[src/rtl/processor_pkg.sv]
// Shared encodings for the multicycle processor: opcodes, ALU operations,
// controller state encodings and the decoded-instruction control word.
package processor_pkg;

  // Primary opcodes, Instr[31:26]
  localparam logic [5:0] OP_RTYPE = 6'b100000;
  localparam logic [5:0] OP_LI    = 6'b111000;
  localparam logic [5:0] OP_ADDI  = 6'b110000;
  localparam logic [5:0] OP_ANDI  = 6'b110010;
  localparam logic [5:0] OP_ORI   = 6'b110011;
  localparam logic [5:0] OP_LW    = 6'b001111;
  localparam logic [5:0] OP_SW    = 6'b011111;
  localparam logic [5:0] OP_B     = 6'b111111;
  localparam logic [5:0] OP_BEQ   = 6'b000000;
  localparam logic [5:0] OP_BNE   = 6'b000001;

  // ALU operation codes
  localparam logic [3:0] ALU_ADD = 4'b0000;
  localparam logic [3:0] ALU_SUB = 4'b0001;
  localparam logic [3:0] ALU_AND = 4'b0010;
  localparam logic [3:0] ALU_OR  = 4'b0011;

  // Controller states; the encoding is visible on the State debug port
  typedef enum logic [2:0] {
    ST_FETCH  = 3'd0,
    ST_DECODE = 3'd1,
    ST_EXEC   = 3'd2,
    ST_MEM    = 3'd3,
    ST_WB     = 3'd4,
    ST_BRANCH = 3'd5,
    ST_ERR    = 3'd6
  } state_t;

  // Instruction class as seen by the sequencer
  typedef enum logic [2:0] {
    CLS_RTYPE,
    CLS_IMM,
    CLS_LW,
    CLS_SW,
    CLS_B,
    CLS_BEQ,
    CLS_BNE,
    CLS_ILLEGAL
  } instr_cls_t;

  // Decoded control word, latched once per instruction in DECODE
  typedef struct packed {
    instr_cls_t cls;
    logic [3:0] alu_func;
    logic       alu_bin_sel;
  } ctrl_t;

  localparam ctrl_t CTRL_NOP = '{cls: CLS_ILLEGAL, alu_func: ALU_ADD, alu_bin_sel: 1'b0};

endpackage

[src/rtl/control_decode.sv]
// Combinational opcode/func decode: instruction class plus the ALU controls
// used in EXEC.
module control_decode
  import processor_pkg::*;
(
  input  logic [5:0] i_opcode,
  input  logic [3:0] i_func,
  output ctrl_t      o_ctrl
);

  // Classify the opcode and select the EXEC-phase ALU operation and B input
  always_comb begin
    // NOTE: every field gets a default before the case so no path leaves o_ctrl unassigned (no latch).
    o_ctrl = '{cls: CLS_ILLEGAL, alu_func: ALU_ADD, alu_bin_sel: 1'b1};
    case (i_opcode)
      OP_RTYPE: begin
        o_ctrl.cls         = CLS_RTYPE;
        o_ctrl.alu_func    = i_func;
        o_ctrl.alu_bin_sel = 1'b0;
      end
      OP_LI, OP_ADDI: o_ctrl.cls = CLS_IMM;
      OP_ANDI: begin
        o_ctrl.cls      = CLS_IMM;
        o_ctrl.alu_func = ALU_AND;
      end
      OP_ORI: begin
        o_ctrl.cls      = CLS_IMM;
        o_ctrl.alu_func = ALU_OR;
      end
      OP_LW:   o_ctrl.cls = CLS_LW;
      OP_SW:   o_ctrl.cls = CLS_SW;
      OP_B:    o_ctrl.cls = CLS_B;
      OP_BEQ:  o_ctrl.cls = CLS_BEQ;
      OP_BNE:  o_ctrl.cls = CLS_BNE;
      default: o_ctrl.cls = CLS_ILLEGAL;
    endcase
  end

endmodule

[src/rtl/multicycle_control.sv]
// Multicycle processor controller: FETCH/DECODE/EXEC/MEM/WB/BRANCH sequencer
// with a bounded data-memory wait and a sticky illegal/timeout error state.
module multicycle_control
  import processor_pkg::*;
#(
  parameter int MEM_TIMEOUT = 15  // must be >= 1
) (
  input  logic        Clk,
  input  logic        Reset,
  input  logic [31:0] Instr,
  input  logic        Zero,
  input  logic        MEM_Ack,
  output logic        IR_LdEn,
  output logic        PC_sel,
  output logic        PC_LdEn,
  output logic        RF_WrEn,
  output logic        RF_WrData_sel,
  output logic        RF_B_sel,
  output logic        ALU_Bin_sel,
  output logic        MEM_WrEn,
  output logic [3:0]  ALU_func,
  output logic        MEM_Req,
  output logic        Illegal,
  output logic [2:0]  State
);

  localparam int                WAIT_W    = $clog2(MEM_TIMEOUT + 1);
  localparam logic [WAIT_W-1:0] WAIT_LAST = WAIT_W'(MEM_TIMEOUT - 1);
  localparam logic [WAIT_W-1:0] WAIT_MAX  = WAIT_W'(MEM_TIMEOUT);

  state_t            r_state;
  state_t            w_state_next;
  ctrl_t             w_ctrl;
  ctrl_t             r_ctrl;
  logic [WAIT_W-1:0] r_wait;
  logic              r_illegal;
  logic              w_unused_instr;

  // Only the opcode and func fields drive control
  assign w_unused_instr = ^Instr[25:4];

  control_decode u_decode (
    .i_opcode (Instr[31:26]),
    .i_func   (Instr[3:0]),
    .o_ctrl   (w_ctrl)
  );

  // State register, per-instruction control latch, MEM wait counter, sticky error
  always_ff @(posedge Clk) begin
    // NOTE: sequential state uses <= so every register here samples pre-edge values.
    if (!Reset) begin
      r_state   <= ST_FETCH;
      r_ctrl    <= CTRL_NOP;
      r_wait    <= '0;
      r_illegal <= 1'b0;
    end else begin
      r_state <= w_state_next;
      if (r_state == ST_DECODE) r_ctrl <= w_ctrl;
      if (w_state_next == ST_ERR) r_illegal <= 1'b1;
      // Counter is held at zero outside MEM, so it is clear on every MEM entry
      if (r_state != ST_MEM)      r_wait <= '0;
      else if (r_wait != WAIT_MAX) r_wait <= r_wait + WAIT_W'(1);
    end
  end

  // Next-state sequencing
  always_comb begin
    w_state_next = r_state;
    case (r_state)
      ST_FETCH:  w_state_next = ST_DECODE;
      ST_DECODE: begin
        case (w_ctrl.cls)
          CLS_RTYPE, CLS_IMM, CLS_LW, CLS_SW: w_state_next = ST_EXEC;
          CLS_B, CLS_BEQ, CLS_BNE:            w_state_next = ST_BRANCH;
          default:                            w_state_next = ST_ERR;
        endcase
      end
      ST_EXEC: begin
        if (r_ctrl.cls == CLS_LW || r_ctrl.cls == CLS_SW) w_state_next = ST_MEM;
        else                                              w_state_next = ST_WB;
      end
      ST_MEM: begin
        // Acknowledge wins over timeout in the final allowed cycle
        if (MEM_Ack)                 w_state_next = (r_ctrl.cls == CLS_SW) ? ST_FETCH : ST_WB;
        else if (r_wait >= WAIT_LAST) w_state_next = ST_ERR;
      end
      ST_WB, ST_BRANCH: w_state_next = ST_FETCH;
      ST_ERR:           w_state_next = ST_ERR;
      default:          w_state_next = ST_ERR;
    endcase
  end

  // Output decode from state and latched control; everything is forced low while Reset is held
  always_comb begin
    IR_LdEn       = 1'b0;
    PC_sel        = 1'b0;
    PC_LdEn       = 1'b0;
    RF_WrEn       = 1'b0;
    RF_WrData_sel = 1'b0;
    RF_B_sel      = 1'b0;
    ALU_Bin_sel   = 1'b0;
    MEM_WrEn      = 1'b0;
    MEM_Req       = 1'b0;
    ALU_func      = ALU_ADD;
    if (Reset) begin
      case (r_state)
        ST_FETCH: IR_LdEn = 1'b1;
        ST_EXEC: begin
          ALU_func    = r_ctrl.alu_func;
          ALU_Bin_sel = r_ctrl.alu_bin_sel;
        end
        ST_MEM: begin
          MEM_Req  = 1'b1;
          MEM_WrEn = (r_ctrl.cls == CLS_SW);
          PC_LdEn  = (r_ctrl.cls == CLS_SW) && MEM_Ack;
        end
        ST_WB: begin
          RF_WrEn       = 1'b1;
          PC_LdEn       = 1'b1;
          RF_WrData_sel = (r_ctrl.cls == CLS_LW);
        end
        ST_BRANCH: begin
          ALU_func = ALU_SUB;
          RF_B_sel = 1'b1;
          PC_LdEn  = 1'b1;
          case (r_ctrl.cls)
            CLS_B:   PC_sel = 1'b1;
            CLS_BEQ: PC_sel = Zero;
            CLS_BNE: PC_sel = ~Zero;
            default: PC_sel = 1'b0;
          endcase
        end
        default: ;
      endcase
    end
  end

  assign Illegal = r_illegal;
  assign State   = r_state;

endmodule

[config.mk]
export PLATFORM = sky130hd
export DESIGN_NAME = multicycle_control
export DESIGN_NICKNAME = d
export VERILOG_FILES = /design/src/rtl/processor_pkg.sv /design/src/rtl/control_decode.sv /design/src/rtl/multicycle_control.sv
export SDC_FILE = /design/constraint.sdc
export NUM_CORES = 1
export LEC_CHECK = 0
export BUFFER_PORTS_ARGS = -buffer_cell sky130_fd_sc_hd__buf_2
export CORE_ASPECT_RATIO = 0.7
export CORE_MARGIN = 2
export CORE_UTILIZATION = 45
export DETAILED_ROUTE_END_ITERATION = 8
export MAX_ROUTING_LAYER = met4
export PLACE_DENSITY_LB_ADDON = 0.12
export SETUP_SLACK_MARGIN = 0.5
export SKIP_LAST_GASP = 1
export SYNTH_ARGS = -nofsm -noshare
export SYNTH_HDL_FRONTEND = slang
export SYNTH_HIERARCHICAL = 1
export SYNTH_SLANG_ARGS = --single-unit
[constraint.sdc]
create_clock -name Clk -period 2.2 [get_ports Clk]
set_input_delay 0.22 -clock Clk [delete_from_list [all_inputs] [get_ports Clk]]
set_output_delay 0.22 -clock Clk [all_outputs]
set_load 0.05 [all_outputs]
# Word level (Yosys, flattened, before mapping)
# Cells that the tools add are included.
# W data, S select, Z words.
word_totals:
  wordCells: 78
  mem_bits_ro: 0
  ram_bits: 0
  register_bits: 16
  latchBits: 0
  inputBits: 36
  n_memories: 0
classes:
  order_cmp: 1
  n_reduce_logical: 10
  mul: 0
  eq_ne: 28
  mux: 30
  div_mod_pow: 0
  bitwise_logic: 2
  shifts: 0
  addsub: 1
ops:
  columns: ["cell", "n"]
  rows:
  - ["$eq A6 B6 Y1 const B", 6]
  - ["$eq A3 B3 Y1 const B", 9]
  - ["$pmux W3 S7", 1]
  - ["$eq A3 B2 Y1 const B", 6]
  - ["$mux W1", 18]
  - ["$pmux W3 S5", 1]
  - ["$mux W3", 4]
  - ["$pmux W4 S3", 1]
  - ["$pmux W4 S2", 1]
  - ["$reduce_or A4 Y1", 2]
  - ["$eq A3 B1 Y1 const B", 2]
  - ["$eq A6 B1 Y1 const B", 1]
  - ["$eq A6 B4 Y1 const B", 1]
  - ["$eq A6 B5 Y1 const B", 1]
  - ["$logic_not A3 Y1", 2]
  - ["$logic_not A6 Y1", 1]
  - ["$pmux W3 S2", 1]
  - ["$add A4 B1 Y4 const B", 1]
  - ["$ge A4 B4 Y1 const B", 1]
  - ["$mux W4", 1]
  - ["$ne A4 B4 Y1 const B", 1]
  - ["$reduce_or A2 Y1", 2]
  - ["$ne A3 B2 Y1 const B", 1]
  - ["$pmux W1 S3", 1]
  - ["other kinds (5)", 6]

# Longest topological paths before layout
depth:
  ltp_word: 8
  ltp_mapped: 7

# Modules after synthesis
# The synthesis kept the hierarchy.
by_module_without_submodules:
  columns: ["mod", "seq_area_each_um2", "instances", "area_per_inst_um2", "cells_each"]
  rows:
  - ["multicycle_control", 320.3, 1, 852.1, 101]
  - ["control_decode", 0.0, 1, 188.9, 32]

# Worst setup path after synthesis
# OpenSTA, ideal clock, no wires.
synth_timing:
  path_type: "flip-flop to output port"
  startpoint: "register r_state[0], in the netlist State[0]"
  endpoint: "output PC_sel"
  path_buffers: 1
  path_stages_with_launch: 4
  slack_ps: -852
  required_time_ps: 1980
  arrival_time_ps: 2832
  cell_sequence: "dfxtp_1 -> buf_2 -> nor3b_1 -> and3_1"
synth_between:
  elab_chain_len: 3
synth_lines:
  columns: ["element", "line_no", "text"]
  rows:
  - ["start: declaration", "multicycle_control.sv:31", "state_t r_state;"]
  - ["start signal: assignment", "multicycle_control.sv:57", "r_state <= w_state_next;"]
  - ["$eq A3 B3 Y1", "multicycle_control.sv:106", "case (r_state)"]
  - ["$mux W1", "multicycle_control.sv:106", null]
  - ["$mux W1", "multicycle_control.sv:105", "if (Reset) begin"]
  - ["end: declaration", "multicycle_control.sv:14", "output logic PC_sel,"]
# Every way passes these cells.

# Worst setup path in the final report
layout_timing:
  startpoint: "register r_state[2], in the netlist State[2]"
  endpoint: "output ALU_func[0]"
layout_between:
  elab_chain_len: 3
  elab_cells_between_ends: 4
  classes_between: "eq/ne (2); mux (2)"
layout_lines:
  columns: ["element", "line_no", "text"]
  rows:
  - ["$eq A3 B3 Y1 / $eq A3 B2 Y1 (equally long branches)", "multicycle_control.sv:106", null]
  - ["$pmux W4 S2 *", "multicycle_control.sv:106", null]
  - ["$mux W4 *", "multicycle_control.sv:105", null]
  - ["end: declaration", "multicycle_control.sv:21", "output logic [3:0] ALU_func,"]
# Mark *: on every way between the ends. The rest lies on a longest branch, timed or not.

==> flow_metrics.tcl <==
set metrics [dict create \
    num_rows 14 \
    cp_max_fo 7 \
    synth_seq_cells 16 \
    fin_skew_ns 0.0101 \
    cts_tree "done" \
    grt_pass1_wl_um 3950 \
    die_y_um 44.2 \
    synth_flop_cell "dfxtp_1" \
    hold_class "input port to flop" \
    drc 0 \
    clockRootBuffer "clkbuf_4" \
    synth-adder-area-share_pct 2.40 \
    r2r_start "State[0]" \
    antennaDiodeCount 0 \
    synth-async-reset-ratio_pct 0 \
    worst_slew_pin_slew_ns 0.327 \
    place_hpwl_um 1760 \
    grt_pass1_vias 889 \
    r2r_setup_slack_ns 0.64 \
    drtIter0Drc 71 \
    max_freq_mhz 597 \
    timing.final.hold_violations 0 \
    slew_headroom_pct 78.0 \
    ys_seq_area_share_pct 30.8 \
    syn-num-nets 171 \
    pre_cts_ws_ns 0.278 \
    finalSetupViolCount 0 \
    synth_common_cells "dfxtp_1, nor2_1, nand2_1" \
    synth_top_cells_by_area "dfxtp_1, mux2i_1, nor2_1" \
    synth_xor_area_share_pct 1.68 \
    layout-drive-gt1-share_pct 34.8 \
    post-synth-top-count-cell "dfxtp_1" \
    vias_per_cell 5.23 \
    synthCells 133 \
    min-delay-start "Reset" \
    grt_start_max_net_pins 17 \
    yosysWarnings 6 \
    portBuffers 30 \
    critPathLaunch "State[2]" \
    routed-via-count 1025 \
    setup.worst_path.end "ALU_func[0]" \
    clkTransAtPathRegs_ns 0.10 \
    initial_core_util_pct 47.9 \
    synth_mux_area_share_pct 5.77 \
    dieArea_um2 2720 \
    area_growth_pct 30.2 \
    h-tree-depth 1 \
    grt_usage_pct 20.0 \
    rr_worst_depth 5 \
    post_drt_wl_per_cell_um 12.5 \
    clk_latency_ns 0.30 \
    r2r_end "Illegal" \
    start_kind "flop" \
    cts_sinks 16 \
    drtAntennaViolNets 0 \
    fin_tns_setup_ns 0 \
    rsz0062_at_grt "yes" \
    syn_area_um2 1040 \
    p_per_area_nw_per_um2 826 \
    core_um2 2170 \
    crit_arrival_ns 1.46 \
    antenna_found_initial 0 \
    critPathKind "flop to primary output" \
    status "completed" \
    numCtsBuffers 3 \
    synthSimpleGateAreaFrac_pct 35.5 \
    cap_violations 0 \
    ios 53 \
    cellLeakagePower_uw 0.000597 \
    period_needed_ns 1.68 \
    postLayoutSetupSlackWorst_ns 0.525 \
    overflow 0 \
    drv_slew 0 \
    synth.top_cell.area_share_pct 30.8 \
    nNetsFinal 203 \
    critical_path.endpoint_type "primary output" \
    cp.required_ns 1.98 \
    final_util_pct 62.4 \
    clk_path_buf_depth 2 \
    avgSynthCellArea_um2 7.83 \
    drt_first_pass_iters 4 \
    ys_types 40 \
    finalCritPeriodShare_pct 76.1 \
    synth_top_family_by_area "simple AND/OR/NAND/NOR gates" \
    die_x_um 61.5 \
    synth-edff-count 0 \
    yosysTopAreaCell "dfxtp_1" \
    gp_congestion 0.782 \
    ir_worst_vdd_mv 0.448 \
    synth_compound_area_share_pct 17.9 \
    wl_um 2450 \
]
how the worst min path moves through the flow:
stage | end | depth (start not counted)
finish | r_ctrl[5] | 2
global route | r_ctrl[5] | 2
CTS | r_ctrl[6] | 2
detailed placement | r_ctrl[4] | 2
global placement | r_ctrl[4] | 2
floorplan | r_ctrl[0] | 1
metrics by stage:
stage,cells,hold slack [ns],power [uW],area (um^2)
floorplan,133,0.348,815,1110
global placement,190,0.490,880,1250
detailed placement,190,0.502,887,1250
CTS,194,0.246,1100,1320
global route,196,0.251,1180,1360
finish,196,0.239,1120,1360
worst max-delay path: stages (launching register included):
cell,delay (ns)
dfxtp_4,0.40
nand2_2,0.10
nor3b_4,0.25
buf_4,0.15
a21o_4,0.07
buf_4,0.18
per-layer routing:
metal  vias to the layer above  routed length, um  global-route usage (%)
met5                         -                  0                       -
met1                       459               1300                    31.5
met2                        31                977                    25.1
met3                         2                159                    4.39
li1                        533                  -                       -
met4                         0                 13                    5.11
flip-flops by register name, summed over array words and instances, names as in the netlist:
register,count
r_ctrl,8
r_wait,4
Illegal,1
State,3
report_power, final:
| part | switching (uW) | total (uW) | internal, uW |
|---|---|---|---|
| logic | 303 | 484 | 182 |
| registers | 92.9 | 433 | 340 |
| clock network | 101 | 202 | 101 |
| total | 496 | 1120 | 623 |
timing repair:
item / 4_1_cts / 5_1_grt
pin swaps: 0 / 1
buffers inserted: 0 / 2
setup endpoints to repair: 8 / 10
resized for setup: 11 / 6
hold endpoints to repair: 0 / 0
cloned: 0 / 0
hold buffers: 0 / 0
cell usage in the layout, fill, tap and decap left out, drive strengths merged, types with 3 or more instances in the layout:
cell type and instances:
buf 33, dfxtp 16, nor2 14, nand2 10
and2 10, nand3 9, nor2b 7, mux2i 6
inv 6, a21oi 5, o21ai 4, a211oi 4
nor3b 4, clkbuf 4, nor3 4, a31oi 3
and3 3
area by class of cell:
class                           count  area (um^2)
Timing Repair Buffer               33          196
Clock buffer                        4         36.3
Multi-Input combinational cell    105          727
Inverter                            6         22.5
Sequential cell                    16          333
Fill cell                         225          817
Tap cell                           32         40.0
cell families after synthesis:
group	after synthesis
AOI/OAI and AO/OA	27
xor gates and xnor gates	2
adders and majority gates	2
buffers and inverters	12
DFF	16
muxes	6
and+or+nand+nor	68
(Power assumes the default switching activity.)
